**config.mk**
```make
export PLATFORM = sky130hd
export DESIGN_NAME = mempool_sub_group_tcdm_arbiter_flat
export DESIGN_NICKNAME = d
export VERILOG_FILES = /design/src/rtl/mempool_sub_group_tcdm_arbiter_pkg.sv /design/src/rtl/mempool_sub_group_tcdm_arbiter_if.sv /design/src/rtl/mempool_sub_group_tcdm_arbiter_origin_fifo.sv /design/src/rtl/mempool_sub_group_tcdm_arbiter.sv /design/src/flat_wrapper.sv
export SDC_FILE = /design/constraint.sdc
export NUM_CORES = 1
export LEC_CHECK = 0
export CAP_MARGIN = 20
export CORE_AREA = 2 2 216 218
export CTS_CLUSTER_SIZE = 25
export DETAILED_ROUTE_END_ITERATION = 8
export DIE_AREA = 0 0 218 220
export HOLD_SLACK_MARGIN = 0.05
export SLEW_MARGIN = 25
export SYNTH_ARGS = -nofsm -noshare
export SYNTH_HDL_FRONTEND = slang
export SYNTH_SLANG_ARGS = --single-unit
```
**constraint.sdc**
```tcl
create_clock -name clk_i -period 8.9 [get_ports clk_i]
set_input_delay 2.225 -clock clk_i [delete_from_list [all_inputs] [get_ports clk_i]]
set_output_delay 2.225 -clock clk_i [all_outputs]
set_load 0.005 [all_outputs]
```
**src/rtl/mempool_sub_group_tcdm_arbiter_pkg.sv**
```systemverilog
// mempool_pkg: shared TCDM payload types and sub-group sizing for the tile-to-group arbiter.
package mempool_pkg;
  localparam int unsigned NumTilesPerSubGroup = 4;
  localparam int unsigned NumSubGroupOutstanding = 8;
  function automatic int unsigned idx_width(input int unsigned n);
    return (n > 1) ? unsigned'($clog2(n)) : 1;
  endfunction
  typedef logic [idx_width(NumTilesPerSubGroup)-1:0] sub_group_tile_idx_t;
  typedef struct packed {
    logic [31:0] addr;
    logic [31:0] wdata;
    logic        wen;
    logic [3:0]  be;
  } tcdm_master_req_t;
  typedef struct packed {
    logic [31:0] rdata;
  } tcdm_master_resp_t;
endpackage

```
**src/rtl/mempool_sub_group_tcdm_arbiter_if.sv**
```systemverilog
// mempool_sub_group_tcdm_arbiter_if: tile-side and link-side handshake bundle of the arbiter.
interface mempool_sub_group_tcdm_arbiter_if
  import mempool_pkg::*;
#(
  parameter int unsigned NumIn = NumTilesPerSubGroup,
  parameter type req_t = tcdm_master_req_t,
  parameter type resp_t = tcdm_master_resp_t
);
  req_t  [NumIn-1:0] req_i;
  logic  [NumIn-1:0] req_valid_i;
  logic  [NumIn-1:0] req_ready_o;
  resp_t [NumIn-1:0] resp_o;
  logic  [NumIn-1:0] resp_valid_o;
  logic  [NumIn-1:0] resp_ready_i;
  req_t              req_o;
  logic              req_valid_o;
  logic              req_ready_i;
  resp_t             resp_i;
  logic              resp_valid_i;
  logic              resp_ready_o;
  modport slave (
    input  req_i, req_valid_i, resp_ready_i, req_ready_i, resp_i, resp_valid_i,
    output req_ready_o, resp_o, resp_valid_o, req_o, req_valid_o, resp_ready_o
  );
  modport master (
    output req_i, req_valid_i, resp_ready_i, req_ready_i, resp_i, resp_valid_i,
    input  req_ready_o, resp_o, resp_valid_o, req_o, req_valid_o, resp_ready_o
  );
endinterface

```
**src/rtl/mempool_sub_group_tcdm_arbiter_origin_fifo.sv**
```systemverilog
// mempool_tcdm_origin_fifo: counter-based FIFO recording which tile issued each outstanding request.
module mempool_tcdm_origin_fifo #(
  parameter int unsigned Depth = 8,
  parameter int unsigned Width = 2
) (
  input  logic             clk_i,
  input  logic             rst_i,
  input  logic             push_i,
  input  logic [Width-1:0] data_i,
  input  logic             pop_i,
  output logic [Width-1:0] data_o,
  output logic             full_o,
  output logic             empty_o
);
  localparam int unsigned PtrW = $clog2(Depth);
  logic [PtrW-1:0] wr_q, wr_d, rd_q, rd_d;
  logic [PtrW:0] cnt_q, cnt_d;
  logic [Width-1:0] mem_q [Depth];
  logic [Width-1:0] mem_d [Depth];
  assign full_o = cnt_q == (PtrW+1)'(Depth);
  assign empty_o = cnt_q == '0;
  assign data_o = mem_q[rd_q];
  always_comb begin
    mem_d = mem_q;
    if (push_i) mem_d[wr_q] = data_i;
    wr_d = wr_q + PtrW'(push_i);
    rd_d = rd_q + PtrW'(pop_i);
    cnt_d = cnt_q + (PtrW+1)'(push_i) - (PtrW+1)'(pop_i);
  end
  always_ff @(posedge clk_i or posedge rst_i) begin
    if (rst_i) begin
      wr_q <= '0;
      rd_q <= '0;
      cnt_q <= '0;
      mem_q <= '{default: '0};
    end else begin
      wr_q <= wr_d;
      rd_q <= rd_d;
      cnt_q <= cnt_d;
      mem_q <= mem_d;
    end
  end
endmodule

```
**src/rtl/mempool_sub_group_tcdm_arbiter.sv**
```systemverilog
// mempool_sub_group_tcdm_arbiter: round-robin share of one TCDM link with in-order response return.
// Define MEMPOOL_TCDM_ARB_PERF_EN to build the saturating stall-cycle counter.
module mempool_sub_group_tcdm_arbiter
  import mempool_pkg::*;
#(
  parameter int unsigned NumIn = NumTilesPerSubGroup,
  parameter int unsigned MaxOutstanding = NumSubGroupOutstanding,
  parameter type req_t = tcdm_master_req_t,
  parameter type resp_t = tcdm_master_resp_t
) (
  input  logic        clk_i,
  input  logic        rst_i,
  mempool_sub_group_tcdm_arbiter_if.slave bus,
  output logic [31:0] stall_cnt_o
);
  localparam int unsigned IdxW = idx_width(NumIn);
  typedef logic [IdxW-1:0] idx_t;
  idx_t rr_q, rr_d, sel_q, sel_d, win, cand, head;
  logic lock_q, lock_d, full, empty, req_hs, resp_hs;
  // Scan downwards so the smallest offset from rr_q is the last to overwrite win.
  always_comb begin
    win = rr_q;
    cand = rr_q;
    for (int i = NumIn - 1; i >= 0; i--) begin
      cand = idx_t'((int'(rr_q) + i) % int'(NumIn));
      if (bus.req_valid_i[cand]) win = cand;
    end
    if (lock_q) win = sel_q;
  end
  assign bus.req_valid_o = bus.req_valid_i[win] && !full;
  assign bus.req_o = bus.req_i[win];
  assign req_hs = bus.req_valid_o && bus.req_ready_i;
  assign bus.resp_ready_o = bus.resp_ready_i[head] && !empty;
  assign resp_hs = bus.resp_valid_i && bus.resp_ready_o;
  always_comb begin
    bus.req_ready_o = '0;
    bus.req_ready_o[win] = req_hs;
    bus.resp_valid_o = '0;
    bus.resp_valid_o[head] = bus.resp_valid_i && !empty;
    for (int i = 0; i < NumIn; i++) bus.resp_o[i] = bus.resp_i;
    rr_d = req_hs ? idx_t'((int'(win) + 1) % int'(NumIn)) : rr_q;
    lock_d = bus.req_valid_o && !bus.req_ready_i;
    sel_d = lock_d ? win : sel_q;
  end
  always_ff @(posedge clk_i or posedge rst_i) begin
    if (rst_i) begin
      rr_q <= '0;
      sel_q <= '0;
      lock_q <= 1'b0;
    end else begin
      rr_q <= rr_d;
      sel_q <= sel_d;
      lock_q <= lock_d;
    end
  end
  mempool_tcdm_origin_fifo #(.Depth(MaxOutstanding), .Width(IdxW)) i_origin_fifo (
    .clk_i,
    .rst_i,
    .push_i  (req_hs),
    .data_i  (win),
    .pop_i   (resp_hs),
    .data_o  (head),
    .full_o  (full),
    .empty_o (empty)
  );
`ifdef MEMPOOL_TCDM_ARB_PERF_EN
  logic [31:0] stall_q, stall_d;
  always_comb stall_d = (|bus.req_valid_i && !req_hs && stall_q != '1) ? stall_q + 32'd1 : stall_q;
  always_ff @(posedge clk_i or posedge rst_i) begin
    if (rst_i) stall_q <= '0;
    else stall_q <= stall_d;
  end
  assign stall_cnt_o = stall_q;
`else
  assign stall_cnt_o = '0;
`endif
`ifndef SYNTHESIS
  resp_while_empty: assert property (@(posedge clk_i) disable iff (rst_i) !(bus.resp_valid_i && empty));
`endif
endmodule

```
**src/flat_wrapper.sv**
```systemverilog
// flat-port wrapper written by rule: the top's interface ports become plain ports
module mempool_sub_group_tcdm_arbiter_flat import mempool_pkg::*;
#(
  parameter int unsigned NumIn = NumTilesPerSubGroup,
  parameter int unsigned MaxOutstanding = NumSubGroupOutstanding,
  parameter type req_t = tcdm_master_req_t,
  parameter type resp_t = tcdm_master_resp_t
)
  (clk_i, rst_i, stall_cnt_o, bus_req_i, bus_req_valid_i, bus_resp_ready_i, bus_req_ready_i, bus_resp_i, bus_resp_valid_i, bus_req_ready_o, bus_resp_o, bus_resp_valid_o, bus_req_o, bus_req_valid_o, bus_resp_ready_o);
  mempool_sub_group_tcdm_arbiter_if #(.NumIn(NumIn), .req_t(req_t), .resp_t(resp_t)) bus_i ();
  input  logic clk_i;
  input  logic rst_i;
  output logic [31:0] stall_cnt_o;
  input wire logic [$bits(bus_i.req_i)-1:0] bus_req_i;
  input wire logic [$bits(bus_i.req_valid_i)-1:0] bus_req_valid_i;
  input wire logic [$bits(bus_i.resp_ready_i)-1:0] bus_resp_ready_i;
  input wire logic [$bits(bus_i.req_ready_i)-1:0] bus_req_ready_i;
  input wire logic [$bits(bus_i.resp_i)-1:0] bus_resp_i;
  input wire logic [$bits(bus_i.resp_valid_i)-1:0] bus_resp_valid_i;
  output wire logic [$bits(bus_i.req_ready_o)-1:0] bus_req_ready_o;
  output wire logic [$bits(bus_i.resp_o)-1:0] bus_resp_o;
  output wire logic [$bits(bus_i.resp_valid_o)-1:0] bus_resp_valid_o;
  output wire logic [$bits(bus_i.req_o)-1:0] bus_req_o;
  output wire logic [$bits(bus_i.req_valid_o)-1:0] bus_req_valid_o;
  output wire logic [$bits(bus_i.resp_ready_o)-1:0] bus_resp_ready_o;
  assign bus_i.req_i = bus_req_i;
  assign bus_i.req_valid_i = bus_req_valid_i;
  assign bus_i.resp_ready_i = bus_resp_ready_i;
  assign bus_i.req_ready_i = bus_req_ready_i;
  assign bus_i.resp_i = bus_resp_i;
  assign bus_i.resp_valid_i = bus_resp_valid_i;
  assign bus_req_ready_o = bus_i.req_ready_o;
  assign bus_resp_o = bus_i.resp_o;
  assign bus_resp_valid_o = bus_i.resp_valid_o;
  assign bus_req_o = bus_i.req_o;
  assign bus_req_valid_o = bus_i.req_valid_o;
  assign bus_resp_ready_o = bus_i.resp_ready_o;
  mempool_sub_group_tcdm_arbiter #(.NumIn(NumIn), .MaxOutstanding(MaxOutstanding), .req_t(req_t), .resp_t(resp_t)) u_core (.clk_i(clk_i), .rst_i(rst_i), .bus(bus_i), .stall_cnt_o(stall_cnt_o));
endmodule
```
Word-level counts from Yosys, hierarchy flattened
Cells that the tools add are included.
W data, S select, Z words.

word-level totals
  logic and storage cells = 80
  bits in registers = 31
  input port bits = 320
  output and inout bits = 239

cells by class
  eq/ne operators = 1
  add/subtract/negate cells = 8
  reductions and logical operators = 13
  muxes and demuxes = 29
  bitwise operators = 4
  order comparisons = 11

operator list
  operator               number
  $bmux W69 S2           1
  $mux W69               1
  $lt A2 B3 Y1 const B   6
  $bwmux W16             1
  $mux W2                8
  $bmux W1 S2            6
  $logic_and A1 B1 Y1    9
  $and A4 B4 Y4          2
  $ge A4 B4 Y1 const B   2
  $mux W1                8
  $not A3 Y4             2
  $add A3 B1 Y3          2
  $bmux W2 S3            1
  $demux W2 S3           1
  $add A2 B1 Y2 const B  2
  $add A2 B2 Y2 const B  2
  $add A4 B1 Y4          1
  $demux W1 S2           2
  $eq A4 B4 Y1 const B   1
  $ge A2 B1 Y1 const B   2
  $logic_not A4 Y1       1
  $lt A4 B1 Y1 const B   1
  $sub A4 B1 Y4          1
  $logic_not A1 Y1       3

Depth between registers and ports, before layout
  depth in word-level cells = 14
  depth in mapped cells = 12

Modules after synthesis
A second synthesis with hierarchy kept.

second synthesis, totals
  cells, all modules = 784
  area total of the unflattened synthesis = 5341.4 µm²

by module, submodules not included
  module                          times used  cells an instance  area each (µm²)
  mempool_sub_group_tcdm_arbiter  1           697                4071.4
  mempool_tcdm_origin_fifo        1           87                 1270.0

Worst setup path before layout
OpenSTA, ideal clock, no wires.

  path kind = input to output
  start point = input port bus_req_valid_i[0]
  end point = output port bus_req_ready_o[2]
  stages = 9
  setup slack = 2.658 ns
  data arrival time = 4.017 ns
  cell sequence = nor2b_1 -> or4_1 -> and2_1 -> o21a_1 -> clkbuf_1 -> buf_2 -> buf_2 -> ha_1 -> and2_1

between the ends
  longest elaborated chain between the ends = 12

RTL lines
  item                                                                         line                                                                        text
  from (decl)                                                                  flat_wrapper.sv:15                                                          input wire logic [$bits(bus_i.req_valid_i)-1:0] bus_req_valid_i;
  $bmux W1 S2                                                                  mempool_sub_group_tcdm_arbiter.sv:26                                        if (bus.req_valid_i[cand]) win = cand;
  $mux W1 (implied by the code)                                                mempool_sub_group_tcdm_arbiter.sv:26
  $mux W2 (4 in a row)                                                         mempool_sub_group_tcdm_arbiter.sv:26
  $mux W2                                                                      mempool_sub_group_tcdm_arbiter.sv:28                                        if (lock_q) win = sel_q;
  $lt A2 B3 Y1 (implied by the code) (tied with other cells)                   mempool_sub_group_tcdm_arbiter.sv:37                                        bus.req_ready_o[win] = req_hs;
  $logic_and A1 B1 Y1 (implied by the code) / $mux W1 (equally long branches)  mempool_sub_group_tcdm_arbiter.sv:37, mempool_sub_group_tcdm_arbiter.sv:30
  $mux W1 (implied by the code) / $logic_and A1 B1 Y1 (equally long branches)  mempool_sub_group_tcdm_arbiter.sv:37, mempool_sub_group_tcdm_arbiter.sv:30
  $demux W1 S2 / $logic_and A1 B1 Y1 (equally long branches)                   -
  $and A4 B4 Y4 (no line) *                                                    -
  to (decl)                                                                    flat_wrapper.sv:20                                                          output wire logic [$bits(bus_i.req_ready_o)-1:0] bus_req_ready_o;

Mark *: on every way between the ends. The rest lies on a longest branch, timed or not. The select of a mux whose other input is x is not followed.

Worst setup path after layout
  start point = input port bus_req_valid_i[0]
  end point = output port bus_req_o[8]

between the ends
  longest elaborated chain between the ends = 9

RTL lines
  item                              line                                  text
  $bmux W1 S2                       mempool_sub_group_tcdm_arbiter.sv:26
  $mux W1 (implied by the code)     mempool_sub_group_tcdm_arbiter.sv:26
  $mux W2 (3 in a row)              mempool_sub_group_tcdm_arbiter.sv:26
  $mux W2 *                         mempool_sub_group_tcdm_arbiter.sv:26
  $mux W2 *                         mempool_sub_group_tcdm_arbiter.sv:28
  $bmux W69 S2 *                    mempool_sub_group_tcdm_arbiter.sv:31  assign bus.req_o = bus.req_i[win];
  $mux W69 (implied by the code) *  mempool_sub_group_tcdm_arbiter.sv:31
  to (decl)                         flat_wrapper.sv:23                    output wire logic [$bits(bus_i.req_o)-1:0] bus_req_o;

Marked as above.

==> results.py <==
metrics = {
    "sta": {
        "tightest_slew_ps": 742,
        "setup_viol_count_final": 0,
        "fin_setup_tns_ps": 0,
        "relSlewSlack_pct": 50.5,
        "fin_ws_ps": 1120,
        "grt_setup_unrepaired": "false",
        "max_freq_ghz": 0.129,
        "final_max_slew_viol_count": 0,
        "hold_violations": 0,
        "fin_crit_sh_pct": 87.4,
        "skew_ps": 2.48,
        "min_period_ps": 7780,
        "holdWs_ps": 483,
    },
    "hold_path": {
        "hold_class": "register to register",
    },
    "global_routing": {
        "grt_pass1_vias": 4811,
        "grt_pass1_wl_mm": 32.1,
        "antenna_found_initial": 1,
        "track_usage_pct": 9.17,
        "grt_max_degree": 54,
        "overflow": 0,
    },
    "layout": {
        "multi_input_area_um2": 3240,
        "fill_cells": 5122,
        "post-route-util_pct": 19.0,
        "final_nets": 1121,
        "diodes": 0,
        "seq_area_um2": 776,
        "drive_gt1_share_pct": 3.94,
        "area_growth_pct": 64.7,
    },
    "clock_network": {
        "cts_sinks": 31,
        "cts_resized": 0,
        "htreeDepth": 2,
        "root_buffer": "clkbuf_16",
        "cts_buffer_depth": 2,
        "cts_setup_buffers": 0,
        "clk_pin_slew_ps": 50,
        "numCtsBuffers": 5,
        "cts_tree": "yes",
        "clkLatencyLatePin_ps": 270,
        "ctsHoldBuffers": 0,
    },
    "floorplanning": {
        "fp-row-count": 79,
        "initial_core_util_pct": 11.5,
        "dieWidth_um": 218,
        "dieArea_um2": 48000,
        "core_um2": 45900,
        "io_pins": 559,
        "die_y_um": 220,
    },
    "worst_setup_path": {
        "crit_family": "buffers and inverters",
        "critical_path.startpoint_type": "input port",
        "worst-path-max-fanout": 53,
        "ff2ff_setup_slack_ps": 5670,
        "cp.required_ps": 6680,
        "end_kind": "output port",
        "path_buf_inv": 3,
        "arrival_ps": 5550,
        "crit_type": "input port to output port",
        "slowest_delay_ps": 690,
        "cp_cell_sequence": "clkdlybuf4s50_1 > nor2b_1 > or4_1 > and2_1 > o21a_4 > buf_12 > mux2i_1 > mux2i_1 > clkdlybuf4s50_1",
        "critical-path-slowest-cell": "clkdlybuf4s50_1",
    },
    "yosys": {
        "synth_edf_count": 0,
        "syn_area_um2": 5280,
        "synthFlopType": "dfrtp_1",
        "synthCells": 565,
        "netlist.area_leader.share_pct": 40.0,
        "ys_seq_area_share_pct": 14.7,
        "ys_ff_latch": 31,
        "yosys_warnings": 0,
        "yosysUniqueCellTypes": 43,
        "synth-async-reset-ratio_pct": 100,
        "avgSynthCellArea_um2": 9.35,
        "yosys.area.top_type": "mux2i_1",
        "synthTopCellsByArea": "mux2i_1 (40%), buf_4 (23%), dfrtp_1 (15%)",
    },
    "route": {
        "totalWireLength_mm": 23.8,
        "drc": 0,
        "drt_iter0_markers": 112,
        "ant_nets": 0,
        "wl_per_cell_um": 17.1,
        "drtPass1Iterations": 4,
        "via_per_inst": 3.38,
        "vias": 4714,
    },
    "place": {
        "io_buffers": 366,
        "hpwl_mm": 21.0,
        "dp_slack_ps": 916,
        "routabilityCongestion": 0.808,
    },
    "power": {
        "p_leak_nw": 3.85,
        "power_density_nw_per_um2": 307,
        "totalPowerFinal_w": 0.00267,
        "vdd_drop_max_mv": 0.178,
    },
    "job": {
        "max_cap_viol_count": 0,
    },
    "status": {
        "status": "finished, final reports clean",
    },
}
[final timing paths]
check / startpoint / to / cells after the start
setup / recovery: bus_req_valid_i[0] / bus_req_o[8] / 9
hold / removal: u_core.i_origin_fifo.mem_q[5] / u_core.i_origin_fifo.mem_q[5] / 1
setup reg to reg: u_core.rr_q[1] / u_core.i_origin_fifo.cnt_q[1] / 7
hold reg to reg: u_core.i_origin_fifo.mem_q[5] / u_core.i_origin_fifo.mem_q[5] / 1
max in group asynchronous: rst_i / u_core.i_origin_fifo.mem_q[12] / 3
min in group asynchronous: rst_i / u_core.sel_q[1] / 3
[where the power goes]
part           switching [W]  internal [W]
combinational        0.00105       0.00119
clock              0.0000524      0.000100
sequential         0.0000613      0.000214
[metal layers]
| metal | global-route usage, % | vias to the layer above | routed length, um |
|---|---|---|---|
| li1 | - | 2231 | - |
| met1 | 10.9 | 2141 | 9510 |
| met2 | 15.3 | 334 | 11400 |
| met3 | 4.44 | 8 | 2710 |
| met4 | 1.18 | 0 | 183 |
| met5 | 0 | - | 0 |
[registers in the layout, summed over array words and instances (netlist names)]
register / cells
u_core.i_origin_fifo.wr_q: 3
u_core.sel_q: 2
u_core.i_origin_fifo.mem_q: 16
u_core.rr_q: 2
u_core.i_origin_fifo.cnt_q: 4
u_core.i_origin_fifo.rd_q: 3
u_core.lock_q: 1
[cell usage after synthesis, types with 2 or more instances]
cell type / instances
mux2_1: 15
and2_1: 4
buf_2: 15
nand2_1: 10
buf_6: 2
o21a_1: 2
nor2_1: 13
inv_2: 2
a211oi_2: 2
nand3_1: 2
nor3_1: 3
inv_1: 11
mux2i_1: 211
mux4_2: 4
dfrtp_1: 31
ha_1: 12
xor2_1: 4
a21oi_4: 2
nand2b_1: 4
nor2b_1: 5
o21ai_1: 8
a211oi_1: 2
buf_4: 160
clkbuf_1: 9
a21oi_2: 5
or4_1: 2
a21oi_1: 6
buf_1: 2
nor3b_1: 3
[worst register-to-register path: stages (launching register included)]
cell and delay (ps):
dfrtp_1 420, or2_1 280, a21oi_2 160, o221ai_2 260, or4_1 960, a21oi_4 370, ha_1 240, fa_1 420
[cell usage in the layout, fill, tap and decap left out, drive strengths merged, types with 5 or more instances in the layout]
cell type / synthesis / routed
ha: 12 / 12
a21oi: 13 / 13
dfrtp: 31 / 31
nor2b: 5 / 5
buf: 179 / 7
clkdlybuf4s50: 0 / 366
conb: 1 / 32
mux2: 15 / 15
mux2i: 211 / 211
nand2: 10 / 10
nor2: 13 / 13
inv: 13 / 13
clkbuf: 9 / 6
o21ai: 8 / 8
[cells by family after synthesis]
family	count (synthesis)	share of synthesized area, %
muxes	230	44.9
buffers and inverters	201	26.3
other	1	0.0710
adders and majority gates	13	3.22
and+or+nand+nor	50	4.86
DFF	31	14.7
xor gates and xnor gates	4	0.663
AOI/OAI and AO/OA	35	5.28
[metrics by stage]
step / cells / area (um2)
floorplan: 596 / 5400
global placement: 1388 / 8570
detailed placement: 1388 / 8570
CTS: 1394 / 8700
global route: 1394 / 8700
finish: 1394 / 8700
[final cells by class]
cell class | count | area share [%]
Clock buffer | 6 | 1.48
Inverter | 13 | 0.590
Tap cell | 607 | 8.73
Sequential cell | 31 | 8.92
Multi-Input combinational cell | 364 | 37.3
Timing Repair Buffer | 373 | 43.0
(Power assumes the default switching activity.)
